## src/rtl/serial_subtractor.sv

```systemverilog
// serial_subtractor: bit-serial A - B - Bin (LSB first) with borrow-out and signed overflow.
// Ports: clk, rst (async, active-high); start, A, B, Bin request and operands;
// busy high during the WIDTH shift cycles, done pulses one cycle with new D, Bout, V.
module serial_subtractor #(
  parameter int WIDTH = 8
) (
  input  logic             clk,
  input  logic             rst,
  input  logic             start,
  input  logic [WIDTH-1:0] A,
  input  logic [WIDTH-1:0] B,
  input  logic             Bin,
  output logic             busy,
  output logic             done,
  output logic [WIDTH-1:0] D,
  output logic             Bout,
  output logic             V
);
  localparam int CW = $clog2(WIDTH);
  typedef enum logic [1:0] {IDLE, SHIFT, DONE} state_t;
  state_t state, state_nxt;
  logic [WIDTH-1:0] a_sr, b_sr, r_nxt;
  logic [WIDTH-2:0] r_sr;
  logic [CW-1:0] cnt;
  logic br, d, br_nxt, last;
  assign d      = a_sr[0] ^ b_sr[0] ^ br;
  assign br_nxt = (~a_sr[0] & b_sr[0]) | (~(a_sr[0] ^ b_sr[0]) & br);
  assign last   = cnt == CW'(WIDTH - 1);
  assign r_nxt  = {d, r_sr};
  always_ff @(posedge clk or posedge rst)
    if (rst) state <= IDLE;
    else state <= state_nxt;
  always_comb
    state_nxt = state == IDLE  ? (start ? SHIFT : IDLE) :
                state == SHIFT ? (last ? DONE : SHIFT) : IDLE;
  always_comb begin
    busy = state == SHIFT;
    done = state == DONE;
  end
  // On the final edge the operand LSBs are the captured MSBs, so V comes straight from the cell.
  always_ff @(posedge clk or posedge rst)
    if (rst) begin
      a_sr <= '0;
      b_sr <= '0;
      r_sr <= '0;
      br   <= 1'b0;
      cnt  <= '0;
      D    <= '0;
      Bout <= 1'b0;
      V    <= 1'b0;
    end else if (state == IDLE && start) begin
      a_sr <= A;
      b_sr <= B;
      br   <= Bin;
      cnt  <= '0;
    end else if (state == SHIFT) begin
      a_sr <= a_sr >> 1;
      b_sr <= b_sr >> 1;
      r_sr <= r_nxt[WIDTH-1:1];
      br   <= br_nxt;
      cnt  <= cnt + 1'b1;
      if (last) begin
        D    <= r_nxt;
        Bout <= br_nxt;
        V    <= (a_sr[0] ^ b_sr[0]) & (d ^ a_sr[0]);
      end
    end
endmodule

```

## config.mk

```make
export PLATFORM = sky130hd
export DESIGN_NAME = serial_subtractor
export DESIGN_NICKNAME = d
export VERILOG_FILES = /design/src/rtl/serial_subtractor.sv
export SDC_FILE = /design/constraint.sdc
export NUM_CORES = 1
export LEC_CHECK = 0
export ABC_CLOCK_PERIOD_IN_PS = 4500
export CAP_MARGIN = 20
export CORE_MARGIN = 2
export CORE_UTILIZATION = 40
export CTS_CLUSTER_SIZE = 20
export DETAILED_ROUTE_END_ITERATION = 10
export PLACE_DENSITY = 0.67
export SLEW_MARGIN = 20
export SYNTH_ARGS = -nofsm -noshare
export SYNTH_HDL_FRONTEND = slang
export SYNTH_SLANG_ARGS = --single-unit
```

## constraint.sdc

```tcl
create_clock -name clk -period 4.5 [get_ports clk]
set_input_delay 0.9 -clock clk [delete_from_list [all_inputs] [get_ports clk]]
set_output_delay 0.9 -clock clk [all_outputs]
set_load 0.02 [all_outputs]
```

-- Word level (Yosys, flattened, before mapping)
Index checks and enable logic that the tools add are counted.
- flip-flop bits (word level): 39
- latch bits: 0
- memory bits (writable): 0
- ROM bits: 0
- input bits: 20
- output and inout bits: 12
- word-level logic and storage cells: 40
- memories kept: 0
- add/subtract/negate cells: 1
- $mul: 0
- div/mod/pow operators: 0
- magnitude comparators: 0
- eq/ne operators: 3
- shifts and indexed selects: 0
- mux-type cells: 12
- bitwise operators: 10
- reductions and logical operators: 5
- operators by type and width (operator ; number):
    8-bit two-way mux ; 4
    2-bit two-way mux ; 3
    3-bit two-way mux ; 2
    3-bit by 1-bit adder with 3-bit output (second input constant) ; 1
    1-bit bitwise AND ; 3
    3-bit equality test (second input constant) ; 1
    1-bit two-way mux ; 3
    1-bit inverter ; 3
    3-bit AND reduction ; 1
    1-bit XOR ; 3
    2-bit by 1-bit equality test with 1-bit output (second input constant) ; 1
    2-bit equality test (second input constant) ; 1
    2-bit zero test ; 1
    2-bit AND reduction ; 1
    2-bit nonzero test ; 1
    1-bit logical AND ; 1
    1-bit OR ; 1

-- Depth between registers and ports, before layout
- depth in word-level cells: 6
- gate-level depth with buffers: 6
- mapped depth without buffers: 5

-- Least setup slack after synthesis
OpenSTA, ideal clock, no wires.
- path type: flip-flop to output port
- start point: register state[1]
- end point: output port busy
- arrival time: 0.935 ns
- data required time: 3.600 ns
- slack: 2.665 ns
- cell stages (with the launch flop): 4
- path buffers: 1
- cells stage by stage: dfrtp_1 > nand2b_2 > inv_2 > buf_2
- longest elaborated chain between the ends: 1
- ends and longest elaborated chain (item ; line ; text):
    from (decl) ; 21 ; state_t state, state_nxt;
    from (signal assigned) ; 32 ; else state <= state_nxt;
    2-bit by 1-bit equality test with 1-bit output ; 37 ; busy = state == SHIFT;
    to (decl) ; 13 ; output logic busy,
Every way passes these cells.

-- Worst setup path after layout
Ends and elaborated chain as after synthesis.

==> metrics.csv <==
stage,metric,value,unit
run_status,outcome,completed,
yosys,ys_ff_latch,39,
detailed_routing,routed_via_density,4.97,
cts,cts.sinks,39,
sta,maxSlewViolCount,0,
final_layout,mostFrequentLayoutCell,nand2_1,
floorplanning,dieArea,4570,um^2
global_route,track_usage,15.3,%
worst_setup_path,r2r_end,b_sr[2]$_DFFE_PP0P_,
global_route,first_global_vias,1117,
cts,clock_path_buffers,2,
cts,cts_tree,done,
worst_setup_path,cpPeakStageDelay,690,ps
floorplanning,die_x,67.6,um
sta,hold_viol,0,
cts,cts_resized,0,
sta,setup_viol,0,
detailed_routing,vias,1168,
worst_setup_path,crit_path_top_delay_cell,clkdlybuf4s50_1,
worst_setup_path,crit_fanout,24,
floorplanning,io_pins,32,
detailed_routing,drtAntennaViolNets,0,
power,power_leakage,0.992,nW
global_route,grt_max_degree,27,
yosys,ys.warnings.count,0,
final_layout,synthToLayoutAreaGrowth,28.4,%
final_layout,final_cell_mix,"59 x nand2_1, 39 x dfrtp_1, 31 x clkdlybuf4s50_1, 14 x a22oi_1, 8 x o21ai_0",
hold_path,hold_path_class,flip-flop to flip-flop,
yosys,syn-mean-instance-area,10.7,um^2
final_layout,fill_cells,353,
detailed_routing,first_pass_iters,4,
worst_setup_path,r2r_cells,4,
sta,period_needed,3040,ps
placement,place.port_buffers,31,
worst_setup_path,criticalPathCategory,flip-flop to output port,
cts,htree_levels,2,
hold_path,hold_depth,2,
floorplanning,core,3940,um^2
hold_path,hold_end,a_sr[1]$_DFFE_PP0P_,
worst_setup_path,crit_path_end_kind,output port,
yosys,syn_inst,152,
cts,clk_pin_slew,70,ps
yosys,synth-seq-area-share,60.3,%
floorplanning,die_y,67.6,um
sta,relSlewSlack,39.3,%
power,power_density,659,nW/um^2
sta,rsz0062_at_grt,false,
hold_path,min-delay-start,a_sr[1]$_DFFE_PP0P_,
global_route,grt_overflow,0,
detailed_routing,drcViolationCount,0,
worst_setup_path,cp_cell_sequence,"nand2b_2, inv_2, clkdlybuf4s50_1",
cts,numCtsBuffers,5,
cts,cts_setup_buffers,0,
final_layout,final_nets,208,
sta,fin_crit_sh,67.5,%
global_route,grt_pass1_wl,5110,um
cts,cts_hold_buf,0,
job,timing.max_cap.violations,0,
final_layout,seqCellArea,976,um^2
final_layout,insertedDiodeCount,0,
yosys,synthDistinctLibCells,20,
detailed_routing,drt-total-wl,2900,um
floorplanning,rows,23,
worst_setup_path,cp-start-kind,flip-flop,
worst_setup_path,cp_data_arrival_time,2140,ps
final_layout,multi_input_area,604,um^2
detailed_routing,wl_per_cell,12.3,um
yosys,mappedNetlistNets,176,
global_route,antenna_found_initial,0,
placement,gp_congestion,0.772,
final_layout,post-route-util,52.7,%
detailed_routing,drt_iter0_drc,67,
sta,tightest_slew,906,ps
final_layout,drive_above_1_share,9.19,%
worst_setup_path,r2r-start,state[1]$_DFF_PP0_,
sta,fmax,0.329,GHz
worst_setup_path,r2r_setup_slack,2880,ps
cts,clock_latency,290,ps
sta,finalClockSkew,5.46,ps
floorplanning,initial_core_util,41.1,%
sta,finalSetupTns,0,ps
placement,dp_hpwl,2070,um
yosys,syn-cell-area,1620,um^2
power,peakVddDrop,0.000243,V
cts,clockRootBuffer,clkbuf_8,
worst_setup_path,required,3600,ps
[per-layer routing]
layer  track usage (%)  share of wire, %  vias to the layer above  wire length, um
li1                  -                 -                      565                -
met1              18.9                44                      562             1270
met2              25.0                48                       37             1390
met3              6.00               7.3                        4              211
met4              3.83              0.93                        0               27
met5                 0                 0                        -                0
[critical path, delay by kind of cell (launching register included)]
family	cells	cell delay, ps
flops	1	430
buf+inv	2	1080
simple gates	1	340
[per-stage QoR]
step	std cells	setup WS (ps)	area, um^2	total power, mW	hold WS, ps
detailed placement	227	1680	1970	1.13	463
floorplan	152	2660	1620	0.946	439
global placement	227	1800	1970	1.10	458
finish	235	1460	2080	1.37	479
CTS	235	1470	2070	1.39	481
global route	235	1310	2080	1.50	504
[synthesized netlist by cell type]
master | instances | area (um^2)
nand2_1 | 59 | 221
dfrtp_1 | 39 | 976
a22oi_1 | 14 | 105
o21ai_0 | 8 | 40.0
buf_2 | 6 | 30.0
mux2_1 | 5 | 56.3
ha_1 | 3 | 37.5
inv_1 | 3 | 11.3
mux2_2 | 3 | 33.8
o21bai_1 | 2 | 15.0
clkbuf_1 | 1 | 3.75
fa_1 | 1 | 20.0
inv_2 | 1 | 3.75
mux2i_1 | 1 | 10.0
nand2b_2 | 1 | 8.76
nand3b_2 | 1 | 11.3
nor2b_1 | 1 | 6.26
nor3b_2 | 1 | 12.5
o31ai_1 | 1 | 7.51
xor2_1 | 1 | 8.76
[worst max-delay path by stage]
stage | startpoint | to | slack [ps] | cells after the start
floorplan | state[1]$_DFF_PP0_ | busy | 2660 | 3
global placement | start | cnt[1]$_DFFE_PP0P_ | 1800 | 3
detailed placement | start | a_sr[7]$_DFFE_PP0P_ | 1680 | 3
CTS | state[1]$_DFF_PP0_ | busy | 1470 | 3
global route | state[1]$_DFF_PP0_ | busy | 1310 | 3
finish | state[1]$_DFF_PP0_ | busy | 1460 | 3
[power by group]
| group | switching, mW | total [mW] | internal (mW) |
|---|---|---|---|
| registers | 0.0929 | 0.594 | 0.502 |
| clock network | 0.115 | 0.254 | 0.139 |
| logic | 0.288 | 0.522 | 0.235 |
[flip-flops by register name (all words and copies together) (netlist names)]
name and flops:
V 1, r_sr 7, D 8, br 1, a_sr 8, cnt 3
b_sr 8, Bout 1, state 2
[logic make-up (layout without fill, tap and decap cells)]
kind of cell,Yosys count,in the layout,share of synthesized area [%]
compound gates,25,25,10.4
mux,9,9,6.18
xor+xnor,1,1,0.541
simple gates,63,63,16.1
buf+inv,11,44,3.01
flops,39,39,60.3
fa+ha+maj,4,4,3.56
[cell type report]
type | instances | area share [%]
Tap cell | 50 | 3.01
Timing Repair Buffer | 32 | 15.3
Clock buffer | 7 | 4.63
Clock inverter | 1 | 0.361
Multi-Input combinational cell | 102 | 29.1
Sequential cell | 39 | 46.9
Inverter | 4 | 0.722
No activity file was read; power rests on OpenSTA's default activity.
